$ cat src/rtl/vga_pkg.sv
// rtl/vga_pkg.sv - shared VGA timing constants and colour field layout
package vga_pkg;

   // 640x480 @ 60 Hz timing (display pixels)
   localparam int HD    = 640;
   localparam int HFP   = 16;
   localparam int HSYNC = 96;
   localparam int HBP   = 48;
   localparam int VD    = 480;
   localparam int VFP   = 10;
   localparam int VSYNC = 2;
   localparam int VBP   = 33;

   // Colour word {R4,G4,B4}
   localparam int COLOR_W = 12;
   localparam int R_MSB   = 11;
   localparam int R_LSB   = 8;
   localparam int G_MSB   = 7;
   localparam int G_LSB   = 4;
   localparam int B_MSB   = 3;
   localparam int B_LSB   = 0;

endpackage

$ cat src/rtl/vga_fb_renderer_if.sv
// rtl/vga_fb_renderer_if.sv - scanner, framebuffer, cursor and pin signals of the renderer
// master: scanner/RAM/CPU side (drives *_in, fb_data, cur_*; receives fb_addr, hs, vs, rgb, frame_start)
// slave : renderer side
interface vga_fb_renderer_if #(
   parameter int ADDR_W = 15
);
   import vga_pkg::*;

   logic                hs_in;
   logic                vs_in;
   logic                en_in;
   logic [15:0]         x_in;
   logic [15:0]         y_in;
   logic [ADDR_W-1:0]   fb_addr;
   logic [COLOR_W-1:0]  fb_data;
   logic                cur_we;
   logic [15:0]         cur_x;
   logic [15:0]         cur_y;
   logic [COLOR_W-1:0]  cur_color;
   logic                cur_show;
   logic                hs;
   logic                vs;
   logic [COLOR_W-1:0]  rgb;
   logic                frame_start;

   modport master (
      output hs_in, vs_in, en_in, x_in, y_in, fb_data,
      output cur_we, cur_x, cur_y, cur_color, cur_show,
      input  fb_addr, hs, vs, rgb, frame_start
   );

   modport slave (
      input  hs_in, vs_in, en_in, x_in, y_in, fb_data,
      input  cur_we, cur_x, cur_y, cur_color, cur_show,
      output fb_addr, hs, vs, rgb, frame_start
   );

endinterface

$ cat src/rtl/vga_cursor_regs.sv
// rtl/vga_cursor_regs.sv - double-buffered cursor registers, frame commit and hit test
// i_we/i_cur_*     : CPU shadow-register write
// i_vs             : scanner vsync (active low) as seen by stage 1
// i_en/i_x/i_y     : current scanner pixel
// o_hit            : pixel lies inside the active cursor square
// o_color          : active cursor colour
// o_frame_start    : 1-clk pulse the clk after the commit edge
module vga_cursor_regs
   import vga_pkg::*;
#(
   parameter int CUR_SIZE = 8
) (
   input  logic               clk,
   input  logic               rst,
   input  logic               i_we,
   input  logic [15:0]        i_cur_x,
   input  logic [15:0]        i_cur_y,
   input  logic [COLOR_W-1:0] i_cur_color,
   input  logic               i_cur_show,
   input  logic               i_vs,
   input  logic               i_en,
   input  logic [15:0]        i_x,
   input  logic [15:0]        i_y,
   output logic               o_hit,
   output logic [COLOR_W-1:0] o_color,
   output logic               o_frame_start
);

   logic [15:0]        r_sh_x;
   logic [15:0]        r_sh_y;
   logic [COLOR_W-1:0] r_sh_color;
   logic               r_sh_show;
   logic [15:0]        r_act_x;
   logic [15:0]        r_act_y;
   logic [COLOR_W-1:0] r_act_color;
   logic               r_act_show;
   logic               r_vs_prev;
   logic               r_frame_start;

   logic               w_commit;
   logic [16:0]        w_x_end;
   logic [16:0]        w_y_end;

   // Start of the vsync pulse; the active set is swapped exactly here
   assign w_commit = r_vs_prev & ~i_vs;

   always_ff @(posedge clk) begin
      if (rst) begin
         r_sh_x        <= '0;
         r_sh_y        <= '0;
         r_sh_color    <= '0;
         r_sh_show     <= 1'b0;
         r_act_x       <= '0;
         r_act_y       <= '0;
         r_act_color   <= '0;
         r_act_show    <= 1'b0;
         r_vs_prev     <= 1'b1;
         r_frame_start <= 1'b0;
      end else begin
         r_vs_prev     <= i_vs;
         r_frame_start <= w_commit;
         // Commit copies the pre-write shadow; a same-clk write lands next frame
         if (w_commit) begin
            r_act_x     <= r_sh_x;
            r_act_y     <= r_sh_y;
            r_act_color <= r_sh_color;
            r_act_show  <= r_sh_show;
         end
         if (i_we) begin
            r_sh_x     <= i_cur_x;
            r_sh_y     <= i_cur_y;
            r_sh_color <= i_cur_color;
            r_sh_show  <= i_cur_show;
         end
      end
   end

   // 17-bit ends so a cursor near 16'hFFFF does not wrap onto column 0
   assign w_x_end = {1'b0, r_act_x} + 17'(CUR_SIZE);
   assign w_y_end = {1'b0, r_act_y} + 17'(CUR_SIZE);

   assign o_hit = i_en && r_act_show &&
                  (i_x >= r_act_x) && ({1'b0, i_x} < w_x_end) &&
                  (i_y >= r_act_y) && ({1'b0, i_y} < w_y_end);

   assign o_color       = r_act_color;
   assign o_frame_start = r_frame_start;

endmodule

$ cat src/rtl/vga_fb_renderer.sv
// rtl/vga_fb_renderer.sv - framebuffer pixel renderer with hardware cursor overlay
// clk/rst        : 100 MHz clock, synchronous active-high reset
// bus.*_in       : scanner hs/vs/en/x/y
// bus.fb_addr    : framebuffer read address (registered), bus.fb_data returns 1 clk later
// bus.cur_*      : cursor shadow-register write port
// bus.hs/vs/rgb  : pin outputs, 3 clk after the scanner inputs
// bus.frame_start: pulse following the cursor commit
module vga_fb_renderer
   import vga_pkg::*;
#(
   parameter int FB_W       = 160,
   parameter int FB_H       = 120,
   parameter int SCALE_LOG2 = 2,
   parameter int ADDR_W     = 15,
   parameter int CUR_SIZE   = 8
) (
   input  logic              clk,
   input  logic              rst,
   vga_fb_renderer_if.slave  bus
);

   localparam logic [15:0] FB_W16 = 16'(FB_W);
   localparam logic [15:0] FB_H16 = 16'(FB_H);

   logic [15:0]        w_cx;
   logic [15:0]        w_cy;
   logic               w_inrange;
   logic [ADDR_W-1:0]  w_lin_addr;
   logic               w_hit;
   logic [COLOR_W-1:0] w_cur_color;

   // Stage 1
   logic               r1_hs;
   logic               r1_vs;
   logic               r1_en;
   logic               r1_inrange;
   logic               r1_hit;
   logic [ADDR_W-1:0]  r_fb_addr;
   // Stage 2 (aligned with the RAM read)
   logic               r2_hs;
   logic               r2_vs;
   logic               r2_en;
   logic               r2_inrange;
   logic               r2_hit;
   // Stage 3 (pins)
   logic               r_hs;
   logic               r_vs;
   logic [COLOR_W-1:0] r_rgb;

   assign w_cx      = bus.x_in >> SCALE_LOG2;
   assign w_cy      = bus.y_in >> SCALE_LOG2;
   // Display area beyond the scaled framebuffer renders black
   assign w_inrange = bus.en_in && (w_cx < FB_W16) && (w_cy < FB_H16);
   assign w_lin_addr = ADDR_W'(32'(w_cy) * 32'(FB_W) + 32'(w_cx));

   vga_cursor_regs #(
      .CUR_SIZE (CUR_SIZE)
   ) u_cursor (
      .clk           (clk),
      .rst           (rst),
      .i_we          (bus.cur_we),
      .i_cur_x       (bus.cur_x),
      .i_cur_y       (bus.cur_y),
      .i_cur_color   (bus.cur_color),
      .i_cur_show    (bus.cur_show),
      .i_vs          (bus.vs_in),
      .i_en          (bus.en_in),
      .i_x           (bus.x_in),
      .i_y           (bus.y_in),
      .o_hit         (w_hit),
      .o_color       (w_cur_color),
      .o_frame_start (bus.frame_start)
   );

   always_ff @(posedge clk) begin
      if (rst) begin
         r1_hs      <= 1'b1;
         r1_vs      <= 1'b1;
         r1_en      <= 1'b0;
         r1_inrange <= 1'b0;
         r1_hit     <= 1'b0;
         r_fb_addr  <= '0;
         r2_hs      <= 1'b1;
         r2_vs      <= 1'b1;
         r2_en      <= 1'b0;
         r2_inrange <= 1'b0;
         r2_hit     <= 1'b0;
         r_hs       <= 1'b1;
         r_vs       <= 1'b1;
         r_rgb      <= '0;
      end else begin
         r1_hs      <= bus.hs_in;
         r1_vs      <= bus.vs_in;
         r1_en      <= bus.en_in;
         r1_inrange <= w_inrange;
         r1_hit     <= w_hit;
         r_fb_addr  <= w_inrange ? w_lin_addr : '0;

         r2_hs      <= r1_hs;
         r2_vs      <= r1_vs;
         r2_en      <= r1_en;
         r2_inrange <= r1_inrange;
         r2_hit     <= r1_hit;

         r_hs <= r2_hs;
         r_vs <= r2_vs;
         if (!r2_en)
            r_rgb <= '0;
         else if (r2_hit)
            r_rgb <= w_cur_color;
         else if (r2_inrange)
            r_rgb <= bus.fb_data;
         else
            r_rgb <= '0;
      end
   end

   assign bus.fb_addr = r_fb_addr;
   assign bus.hs      = r_hs;
   assign bus.vs      = r_vs;
   assign bus.rgb     = r_rgb;

endmodule

$ cat src/flat_wrapper.sv
// flat-port wrapper written by rule: the top's interface ports become plain ports
module vga_fb_renderer_flat import vga_pkg::*;
#(
   parameter int FB_W       = 160,
   parameter int FB_H       = 120,
   parameter int SCALE_LOG2 = 2,
   parameter int ADDR_W     = 15,
   parameter int CUR_SIZE   = 8
)
  (clk, rst, bus_hs_in, bus_vs_in, bus_en_in, bus_x_in, bus_y_in, bus_fb_data, bus_cur_we, bus_cur_x, bus_cur_y, bus_cur_color, bus_cur_show, bus_fb_addr, bus_hs, bus_vs, bus_rgb, bus_frame_start);
  vga_fb_renderer_if #(.ADDR_W(ADDR_W)) bus_i ();
  input  logic clk;
  input  logic rst;
  input wire logic [$bits(bus_i.hs_in)-1:0] bus_hs_in;
  input wire logic [$bits(bus_i.vs_in)-1:0] bus_vs_in;
  input wire logic [$bits(bus_i.en_in)-1:0] bus_en_in;
  input wire logic [$bits(bus_i.x_in)-1:0] bus_x_in;
  input wire logic [$bits(bus_i.y_in)-1:0] bus_y_in;
  input wire logic [$bits(bus_i.fb_data)-1:0] bus_fb_data;
  input wire logic [$bits(bus_i.cur_we)-1:0] bus_cur_we;
  input wire logic [$bits(bus_i.cur_x)-1:0] bus_cur_x;
  input wire logic [$bits(bus_i.cur_y)-1:0] bus_cur_y;
  input wire logic [$bits(bus_i.cur_color)-1:0] bus_cur_color;
  input wire logic [$bits(bus_i.cur_show)-1:0] bus_cur_show;
  output wire logic [$bits(bus_i.fb_addr)-1:0] bus_fb_addr;
  output wire logic [$bits(bus_i.hs)-1:0] bus_hs;
  output wire logic [$bits(bus_i.vs)-1:0] bus_vs;
  output wire logic [$bits(bus_i.rgb)-1:0] bus_rgb;
  output wire logic [$bits(bus_i.frame_start)-1:0] bus_frame_start;
  assign bus_i.hs_in = bus_hs_in;
  assign bus_i.vs_in = bus_vs_in;
  assign bus_i.en_in = bus_en_in;
  assign bus_i.x_in = bus_x_in;
  assign bus_i.y_in = bus_y_in;
  assign bus_i.fb_data = bus_fb_data;
  assign bus_i.cur_we = bus_cur_we;
  assign bus_i.cur_x = bus_cur_x;
  assign bus_i.cur_y = bus_cur_y;
  assign bus_i.cur_color = bus_cur_color;
  assign bus_i.cur_show = bus_cur_show;
  assign bus_fb_addr = bus_i.fb_addr;
  assign bus_hs = bus_i.hs;
  assign bus_vs = bus_i.vs;
  assign bus_rgb = bus_i.rgb;
  assign bus_frame_start = bus_i.frame_start;
  vga_fb_renderer #(.FB_W(FB_W), .FB_H(FB_H), .SCALE_LOG2(SCALE_LOG2), .ADDR_W(ADDR_W), .CUR_SIZE(CUR_SIZE)) u_core (.clk(clk), .rst(rst), .bus(bus_i));
endmodule
$ cat config.mk
export PLATFORM = sky130hd
export DESIGN_NAME = vga_fb_renderer_flat
export DESIGN_NICKNAME = d
export VERILOG_FILES = /design/src/rtl/vga_pkg.sv /design/src/rtl/vga_fb_renderer_if.sv /design/src/rtl/vga_cursor_regs.sv /design/src/rtl/vga_fb_renderer.sv /design/src/flat_wrapper.sv
export SDC_FILE = /design/constraint.sdc
export NUM_CORES = 1
export LEC_CHECK = 0
export CORE_ASPECT_RATIO = 0.6
export CORE_MARGIN = 2
export CORE_UTILIZATION = 53
export CTS_CLUSTER_SIZE = 10
export DETAILED_ROUTE_END_ITERATION = 8
export HOLD_SLACK_MARGIN = 0.06
export MAX_ROUTING_LAYER = met4
export PLACE_DENSITY = 0.81
export SETUP_SLACK_MARGIN = 0.3
export SYNTH_ARGS = -nofsm -noshare
export SYNTH_HDL_FRONTEND = slang
export SYNTH_SLANG_ARGS = --single-unit
$ cat constraint.sdc
create_clock -name clk -period 3.65 [get_ports clk]
set_input_delay 0.73 -clock clk [delete_from_list [all_inputs] [get_ports clk]]
set_output_delay 0.73 -clock clk [all_outputs]
set_load 0.01 [all_outputs]
Word level (Yosys, flattened, before mapping)
Index checks and enable logic that the tools add are counted.
{ "word_totals": {"elab_cells": 48, "reg_bits": 130} }
{ "op_classes": {"mux": 2, "add_sub_neg": 3, "order_cmp": 6, "reduce_logical": 9, "n_mul": 1, "bitwise_logic": 4} }
{ "op_table": {"columns": ["cell", "count"], "rows": [
  ["$add A16 B4 Y17 const B", 2],
  ["$lt A16 B17 Y1", 2],
  ["$ge A16 B16 Y1", 2],
  ["$mux W12", 2],
  ["$add A15 B14 Y15", 1],
  ["$lt A14 B7 Y1 const B", 1],
  ["$lt A14 B8 Y1 const B", 1],
  ["$mul A14 B3 Y10 const B", 1],
  ["$logic_and A1 B1 Y1", 7],
  ["$reduce_or A2 Y1", 2],
  ["$not A1 Y1", 3],
  ["$and A1 B1 Y1", 1]
]} }

Depth between registers and ports, before layout
{ "logic_depth": {"word_depth": 5, "mapped_depth": 13, "mapped_depth_nobuf": 13} }

Cells and area by module
Synthesis repeated with hierarchy kept, for this count alone.
{ "unflattened": {"hier_cells": 765, "area_unflattened_um2": 6784.0} }
{ "modules_own_cells": {"columns": ["module", "seq_area_each_um2", "n_inst", "cells_each", "area_each_um2"], "rows": [
  ["vga_cursor_regs", 1841.8, 1, 580, 4936.0],
  ["vga_fb_renderer", 780.7, 1, 185, 1848.0]
]} }

Least setup slack after synthesis
No wires, ideal clock.
{ "synth_path": {"path_kind": "input to register", "from": "input port bus_y_in[4]", "to": "register u_core.r_fb_addr[14] (netlist: u_core.bus.fb_addr[14])", "arrival_ps": 2819, "slack_ps": 702, "setup_ps": 129, "path_stages": 12, "cell_sequence": "ha_1 -> ha_1 -> a21o_1 -> a21oi_1 -> o21bai_1 -> a21oi_1 -> xnor2_1 -> ha_1 -> a211oi_1 -> a21oi_1 -> xnor2_1 -> nor2_1"} }
{ "synth_between": {"elab_chain_len": 4, "word_cells_on_any_way": 6} }
{ "synth_rtl": {"columns": ["item", "line", "source"], "rows": [
  ["start: declaration", "flat_wrapper.sv:18", "input wire logic [$bits(bus_i.y_in)-1:0] bus_y_in;"],
  ["parallel branches: the longest is 4 deep, another holds $add A15 B14 Y15", null, null],
  ["end signal: assignment", "vga_fb_renderer.sv:97", "r_fb_addr <= w_inrange ? w_lin_addr : '0;"],
  ["end: declaration", "vga_fb_renderer.sv:38", "logic [ADDR_W-1:0] r_fb_addr;"]
]} }
Parallel ways; which one is timed is not known.
A chain may end at the register's enable or synchronous reset.

Final worst setup path
{ "layout_path": {"from": "input port bus_y_in[3]", "to": "register u_core.r_fb_addr[14] (netlist: u_core.bus.fb_addr[14])"} }
The elaborated chain is that of the path after synthesis.

==> impl_results.md <==
* Setup bufs post-CTS at 0
* Maximum VDD drop at between 0.3 and 0.4 mV
* Final WS setup at 0.449 ns
* GPL Wtd Cong at 0.927
* Nets at 1068
* Routed Antenna Nets at 0
* Largest net degree at the start of global routing at 101
* CP endpoint kind: flip-flop
* Layout cells sized above 1 at 6.44%
* Remaining global-route overflow at 0
* Count of final hold-check violations at 0
* Drt pass-1 iters at 5
* Vias in the first global route at 5722
* CTS tree: done
* Syn Std Cell Area at between 0.006 and 0.007 mm²
* Total number of vias at 5783
* Std-Cell Rows at 31
* Via/cell ratio at approximately 5.4
* Seq. cell area at 0.00260 mm²
* Leakage at ~3.5 nW
* Synth Area per Inst at between 8 and 9 µm²
* IO Port Bufs at 124
* Post-synthesis sequential area ratio at between 30% and 40%
* Die Ht at 91.2 µm
* RSZ-0062 raised after global routing: no
* Slew @ Worst Pin at 0.978 ns
* HPWL Detailed at between 10 and 15 mm
* Initial Utilization at 54.9%
* Post-layout minimum cycle time at 3.20 ns
* Setup CP Type: in2reg
* Global-route track usage on met1 at 37.2%
* Area Growth Syn to Fin at 30.1%
* Run status: finished, final reports clean
* CTS Buf Count at 17
* Power per Cell Area at 438 mW/mm²
* CTS root buffer: clkbuf_16
* Die width at 149 µm
* Grt met3 use at 5.63%
* Total core area at 0.0122 mm²
* Fillers at 960
* Dpl ws at 0.00515 ns
* Ys flop type: dfxtp_1
* DIE AREA at 0.0136 mm²
* Ys Warns at 0
* H-tree depth at 4
* Post-synth EDFFs at 0
* Syn Inst Count at 764
* Synth async-reset ratio at 0%
* Routed length per placed instance at 16.1 µm
* Fmax at 312 MHz
* Area of the multi-input gates at about 0.0038 mm²
* Clock latency on the worst-skew pair at 0.41 ns
* Final core utilization at a little under three quarters
* Rel. slew slack at 34.8%
* CP arrival at ~3.5 ns
* Critical path peak fanout at 5
* Post-synthesis cell type count at 50
* Final Skew at 0.0124 ns
* Worst EP required at 3.93 ns
* Slew Viols, Final at 0
* DRC viols at 0
* Maximum clock path buffer count at 2
* Total GRT Usage at a little over a quarter
* Syn Nets at 944
* Worst setup SP type: input pin
* Ports at 125
* GRT busiest layer: met2
* Initial detailed-routing violation count at 284
* TNS Setup at 0 ns
* Pwr Total at 0.00383 W
* Seq cells post-synth at 130
* Met2 usage at 39.1%
* Antenna Cells at 0
* # setup viols final at 0
* Max Cap Violations at 0
* Period Utilization, post-route at 87.7%
* Initial antenna violation count at 0
* Clk sinks at 130
* Hold crit path type: reg2reg
* First-pass GRT wire length at around 28 mm
* Worst-path clk slew at approximately 0.06 ns
* Post-Route WL at about 17 mm
cells in the final DEF, fill, tap and decap left out, types with 14 or more instances in the layout:
master and n:
a21o_1 15, a21oi_1 70, nand2_1 105, clkbuf_16 17, xnor2_1 32, mux2i_1 45, nor2_1 77, ha_1 83
nand3_1 14, dfxtp_1 130, inv_1 42, clkdlybuf4s50_1 121
metrics by stage:
stage          cells  hold slack, ns  area (µm²)
6_report        1066           0.410        8740
5_1_grt         1066           0.427        8740
4_1_cts         1066           0.412        8730
3_5_place_dp    1034           0.396        8130
3_3_place_gp    1034           0.398        8130
2_1_floorplan    764           0.389        6710
path summary, 6_finish.rpt:
| check | start | to | slack, ns | depth (start not counted) |
|---|---|---|---|---|
| worst max register to register | u_core.u_cursor.r_act_y[3]$_SDFFE_PP0P_ | u_core.r1_hit$_SDFF_PP0_ | 0.68 | 11 |
| worst min-delay path | u_core.r2_hs$_SDFF_PP1_ | u_core.bus.hs$_SDFF_PP1_ | 0.41 | 1 |
| worst max-delay path | bus_y_in[3] | u_core.bus.fb_addr[14]$_SDFF_PP0_ | 0.45 | 11 |
| worst min register to register | u_core.r2_hs$_SDFF_PP1_ | u_core.bus.hs$_SDFF_PP1_ | 0.41 | 1 |
sequential cells by signal, summed over array words and instances (netlist names), 12 cells and up:
| signal | count |
|---|---|
| u_core.u_cursor.r_act_x | 16 |
| u_core.u_cursor.r_act_y | 16 |
| u_core.u_cursor.r_sh_x | 16 |
| u_core.u_cursor.r_sh_y | 16 |
| u_core.bus.fb_addr | 15 |
| u_core.bus.rgb | 12 |
| u_core.u_cursor.o_color | 12 |
| u_core.u_cursor.r_sh_color | 12 |
what timing repair did:
item / CTS / global route
endpoints found under the setup margin: 0 / 1
resized for setup: 0 / 2
hold endpoints to repair: 0 / 0
hold buffers: 0 / 0
metal layers:
layer / vias up / share of wire (%)
li1: 2880 / -
met4: 0 / 0.99
met2: 175 / 43
met3: 20 / 6.6
met5: - / 0
met1: 2708 / 50
where the power goes:
part	internal, W	switching [W]	total [W]
clock network	0.00103	0.000705	0.00174
registers	0.00147	0.0000320	0.00150
logic	0.000297	0.000296	0.000593
total	0.00280	0.00103	0.00383
cell usage after synthesis, types with 2 or more instances:
library cell  instances  share of area, %
xnor2_1              32               4.2
a21o_1               15               1.7
o21bai_1              3              0.34
or3_1                 3              0.28
a211o_1               2              0.26
buf_1                 6              0.34
mux2i_1              45               6.7
o21ai_0              11              0.82
a211oi_1              4              0.45
dfxtp_1             130                39
and3_1                3              0.28
ha_1                 83                15
o2111ai_1             3              0.39
nor2_1               77               4.3
nand2b_1              6              0.56
a22oi_1              11               1.2
and2_1                7              0.65
a21oi_1              71               5.3
and4_1                4              0.52
xor2_1                2              0.26
inv_1                42               2.3
or2_2                 6              0.56
nor2b_1              11               1.0
fa_1                  2              0.60
clkbuf_1             24               1.3
a31oi_1               3              0.28
nor3_1                7              0.52
nor4_1                4              0.37
nand3_1              14               1.0
nand2_1             105               5.9
nand4_1               9              0.84
area by class of cell:
class / count / share of cell area, %
inverter: 43 / 1.85
clock inverter: 14 / 1.95
tap: 165 / 2.36
sequential: 130 / 29.8
multi-input combinational: 561 / 44.1
clock buffer: 18 / 4.91
timing repair buffer: 135 / 15.1
kinds of logic (layout without fill, tap and decap cells):
family,count (synthesis),count (layout),share of synthesized area (%)
buffers and inverters,73,210,4.08
AND/OR/NAND/NOR,263,263,17.7
flip-flops,130,130,38.8
adder cells (fa/ha/maj),85,85,16.1
AO/OA/AOI/OAI,134,134,12.2
multiplexers,45,45,6.71
XOR/XNOR,34,34,4.44
worst max-delay path: stages:
cell and delay [ns]:
clkdlybuf4s50_1 0.44, ha_1 0.31, ha_1 0.23, fa_1 0.48, ha_1 0.39, nand3_1 0.10, o2111ai_1 0.31, a21oi_1 0.14
a21oi_1 0.17, xnor2_1 0.14, nor2_1 0.05
Note: power is estimated with default switching activity, not from simulation.
==> RTL edit 1, RTL diff (config.mk and constraints unchanged) <==
`ADDR_W` is set to 15 in 3 places; all go to 14.
--- a/src/rtl/vga_fb_renderer_if.sv
+++ b/src/rtl/vga_fb_renderer_if.sv
@@ -4,3 +4,3 @@
 interface vga_fb_renderer_if #(
-   parameter int ADDR_W = 15
+   parameter int ADDR_W = 14
 );
--- a/src/rtl/vga_fb_renderer.sv
+++ b/src/rtl/vga_fb_renderer.sv
@@ -13,3 +13,3 @@
    parameter int SCALE_LOG2 = 2,
-   parameter int ADDR_W     = 15,
+   parameter int ADDR_W     = 14,
    parameter int CUR_SIZE   = 8
--- a/src/flat_wrapper.sv
+++ b/src/flat_wrapper.sv
@@ -6,3 +6,3 @@
    parameter int SCALE_LOG2 = 2,
-   parameter int ADDR_W     = 15,
+   parameter int ADDR_W     = 14,
    parameter int CUR_SIZE   = 8
Ports: changed (resized bus_fb_addr); port bits go from 125 to 124. No check against the original RTL was run, so the function may have changed too.
==> RTL edit 1 against the unedited design <==
  * Utilization down 0.64 points
  * Wire length up 2.3%
  * Sequential cell count down 1
  * Worst setup slack better by 0.17 ns
  * Total power down 0.79%
  * Fmax up 5.5%
  * Combinational power down 3%
  * Highest routed layer unchanged
  * Synthesized area down 0.88%
  * Largest power group unchanged
  * Final area down 1.5%
==> RTL edit 1: results (changes against the unedited design) <==
| Metric | Value |
|---|---|
| Status | `finished clean` |
| Inverter count | `45 (+4.7%)` |
| Mux contribution to synthesized area | `6.77% (+0.059 points)` |
| Worst Skew | `0.00903 ns (-0.00335 ns)` |
| Wire length on met2 | `7450 um (+2.3%)` |
| Seq area share | `30.0% (+0.23 points)` |
| Global-route wire length before repair | `28600 um (+2.5%)` |
| Port Buf Inserts | `123 (-0.81%)` |
| Area contributors post-synth | `dfxtp_1 39%, ha_1 15%, mux2i_1 6.8%, nand2_1 5.9%, a21oi_1 5.0%` |
| Vias post-DR | `5711 (-1.2%)` |
| Layout cell share with drive strength beyond 1 | `6.52% (+0.080 points)` |
| Sequential element share of the synthesized area | `38.8% (+0.042 points)` |
| Multi-input logic area | `0.00378 sq mm (-1.8%)` |
| Synth Area in XOR/XNOR | `4.61% (+0.17 points)` |
| Met3 routed WL | `1290 um (+14%)` |
| Sequential Power Share | `39.3% (about the same)` |
| Power Internal | `2.77 mW (-0.87%)` |
| Clkbuf count | `17 (-1)` |
| Clock network share of area | `6.94% (+0.077 points)` |
| GRT Util Overall | `27.8% (+1.3 points)` |
| Most instantiated cells after synthesis | `129 x dfxtp_1, 105 x nand2_1, 86 x nor2_1` |
| Non-clk buf share | `14.7% (-0.35 points)` |
| Netlist cell types | `51 (+2.0%)` |
| Signal buffers | `129 (-4.4%)` |
| Synth Area in Compound Gates | `12.0% (-0.25 points)` |
| FILL cells | `937 (-2.4%)` |
| Adder-cell share of the synthesized area | `15.6% (-0.42 points)` |
## RTL edit 1: changes by cell type after synthesis, sizes merged, moves of 3 or more
cell,unedited run,this run
buf,6,16
a21o,15,6
clkbuf,24,15
nor2,77,86
o21ai,12,18
a21oi,72,67
nand4,9,14
a211oi,4,8
and4,5,1
a31oi,3,0
ha,83,80
or3,3,0
## RTL edit 1: logic make-up (layout without fill, tap and decap cells)
logic type	after synthesis	after routing
simple gates	265	265
compound gates	128	128
xor+xnor	35	35
fa+ha+maj	82	82
flops	129	129
buf+inv	76	206
mux	45	45
## RTL edit 1: per-stage QoR
step / area [sq um] / hold WS [ns] / util, % / std cells / setup WS, ns
2_1_floorplan: 6650 / 0.389 / - / 760 / 0.869
3_3_place_gp: 8010 / 0.397 / 65.9 / 1023 / 0.266
3_5_place_dp: 8010 / 0.398 / 65.9 / 1023 / 0.203
4_1_cts: 8600 / 0.414 / 70.9 / 1055 / 0.631
5_1_grt: 8600 / 0.437 / 70.9 / 1055 / 0.443
6_report: 8600 / 0.413 / 70.9 / 1055 / 0.616
## RTL edit 1: final timing paths
check / from / to / slack (ns)
max: bus_y_in[6] / u_core.bus.fb_addr[13] / 0.62
min: u_core.r2_hs / u_core.bus.hs / 0.41
max reg2reg: u_core.u_cursor.r_act_x[5] / u_core.r1_hit / 0.85
min reg2reg: u_core.r2_hs / u_core.bus.hs / 0.41
## RTL edit 1: layer usage
layer | global-route usage [%] | up-vias
met4 | 6.75 | 0
met5 | - | -
met2 | 40.2 | 204
met1 | 39.3 | 2649
met3 | 6.62 | 20
li1 | - | 2838
==> RTL edit 2, RTL diff (same flow settings) <==
Made on the original files. Reset style: asynchronous (`rst`), changed in 2 clocked blocks. Comments in the files are not updated.
--- a/src/rtl/vga_cursor_regs.sv
+++ b/src/rtl/vga_cursor_regs.sv
@@ -46,3 +46,3 @@
 
-   always_ff @(posedge clk) begin
+   always_ff @(posedge clk or posedge rst) begin
       if (rst) begin
--- a/src/rtl/vga_fb_renderer.sv
+++ b/src/rtl/vga_fb_renderer.sv
@@ -74,3 +74,3 @@
 
-   always_ff @(posedge clk) begin
+   always_ff @(posedge clk or posedge rst) begin
       if (rst) begin
Formal check against the unedited RTL: differs if rst is asserted again (counterexample within 4 cycles, from zero or initial values and one cycle with rst high); with rst held inactive, the same outputs for 10 cycles.
==> RTL edit 2 against the unedited design <==
  * Total power rose by 20%
  * Synthesized area increased by 5.4%
  * Combinational power grew 84%
  * Die area is 5.2% higher
  * Sequential cell count unchanged
  * Final cell count fell by 12%
  * Final area rose by 6.1%
  * Non-clock buffer count is 7 higher
  * Worst setup slack got worse by 0.019 ns
  * Critical path depth grew 1
  * Utilization up 0.16 points
  * Register-to-register slack worse by 0.25 ns
  * Clock skew shrank 0.0032 ns
  * Wire length is 2.2% lower
  * Critical path type is now flip-flop to flip-flop
==> RTL edit 2: results (changes against the unedited design) <==
| Metric | Value |
|---|---|
| Status | `finished clean` |
| Share of the synthesized area in the top cell type | `43.9% (+5.1 points)` |
| Post-DR wirelength/cell | `17.9 um (+11%)` |
| Main synth FF type | `dfrtp_1` |
| Pin count of the biggest net entering global routing | `47 (-53%)` |
| FILL cells | `910 (-5.2%)` |
| Via/cell ratio | `5.55 (+2.3%)` |
| Slowest stage delay, CP | `0.46 ns (-0.02 ns)` |
| Fin nets | `933 (-13%)` |
| Sequential element share of the synthesized area | `46.1% (+7.3 points)` |
| Maximum clock insertion buffer count | `2 (unchanged)` |
| Clock network share of area | `6.55% (-0.31 points)` |
| Global-route wire length before repair | `27100 um (-2.9%)` |
| RR Startpoint | `u_core.u_cursor.r_act_y[5]` |
| Multi-input gates | `424 (-24%)` |
| Crit path DAT | `3.53 ns (+0.05 ns)` |
| Multi-input logic area | `0.00363 sq mm (-5.7%)` |
| Netlist cell types | `46 (-8.0%)` |
| R2r setup slk | `0.43 ns (-0.25 ns)` |
| Comb power | `1.09 mW (+84%)` |
| CP Launch Type | `flip-flop` |
| GRT Util Overall | `25.2% (-1.3 points)` |
| Final GP Congestion | `0.935 (+0.85%)` |
| Non-clk buf share | `15.2% (+0.13 points)` |
| DP Wirelength | `12500 um (-1.1%)` |
| Layout cell share with drive strength beyond 1 | `20.5% (+14 points)` |
| Power Internal | `3.21 mW (+15%)` |
| Peak supply drop | `0.313 mV (+0.69%)` |
| Drt pass-1 iters | `4 (-1)` |
| Slew headroom | `29.2% (-5.7 points)` |
| Area contributors post-synth | `dfrtp_1 44%, ha_1 15%, mux2_2 14%, xnor2_1 3.6%, dfstp_2 2.2%` |
| Reg2reg path depth | `12 (+1)` |
| Mapped Nets | `786 (-17%)` |
| Cts repair resizes | `1 (+1)` |
| Inverter count | `38 (-12%)` |
| CP top delay family | `compound AO/OA/AOI/OAI gates` |
| Drt first-iter violations | `248 (-13%)` |
| Setup crit end | `u_core.r1_hit` |
| Leakage | `4.14 nW (+17%)` |
| Flip-flop and latch area | `0.00326 sq mm (+25%)` |
| Seq power | `1.73 mW (+15%)` |
RTL edit 2: how the worst min path moves through the flow:
stage,from,end,slack [ns],depth (start not counted)
2_1_floorplan,u_core.r1_en,u_core.r2_en,0.33,0
3_3_place_gp,u_core.r1_en,u_core.r2_en,0.34,0
3_5_place_dp,u_core.r1_inrange,u_core.r2_inrange,0.34,0
4_1_cts,u_core.r1_hs,u_core.r2_hs,0.36,0
5_1_grt,u_core.r1_hs,u_core.r2_hs,0.36,0
6_report,u_core.r1_hs,u_core.r2_hs,0.36,0
RTL edit 2: routing by layer:
metal / wire length (um) / GRT usage (%) / part of all wire (%)
met1: 8010 / 34.6 / 48
met2: 7480 / 37.8 / 45
met3: 1090 / 6.02 / 6.5
met4: 174 / 6.79 / 1.0
met5: 0 / - / 0
RTL edit 2: metrics by stage:
step | cells | setup TNS (ns) | cell area (sq um) | worst slack (ns) | power, mW
after global routing | 936 | 0 | 9270 | 0.316 | 4.84
after global placement | 903 | -0.00516 | 8640 | -0.00516 | 2.75
after floorplan | 606 | 0 | 7080 | 0.505 | 2.43
after CTS | 935 | 0 | 9240 | 0.365 | 4.59
after detailed placement | 903 | -0.0699 | 8640 | -0.0699 | 2.81
final | 936 | 0 | 9270 | 0.429 | 4.58
RTL edit 2: kinds of logic after synthesis:
| kind of cell | share of synthesized area (%) |
|---|---|
| flops | 46.1 |
| compound gates | 8.49 |
| mux | 14.3 |
| simple gates | 8.79 |
| xor+xnor | 4.21 |
| fa+ha+maj | 15.2 |
| buf+inv | 2.83 |
RTL edit 2: worst register-to-register path, delay by kind of cell (launching register included):
kind,cells,cell delay [ns]
fa+ha+maj,1,0.29
xor+xnor,1,0.15
simple gates,4,0.85
flops,1,0.46
compound gates,5,1.18
buf+inv,1,0.18
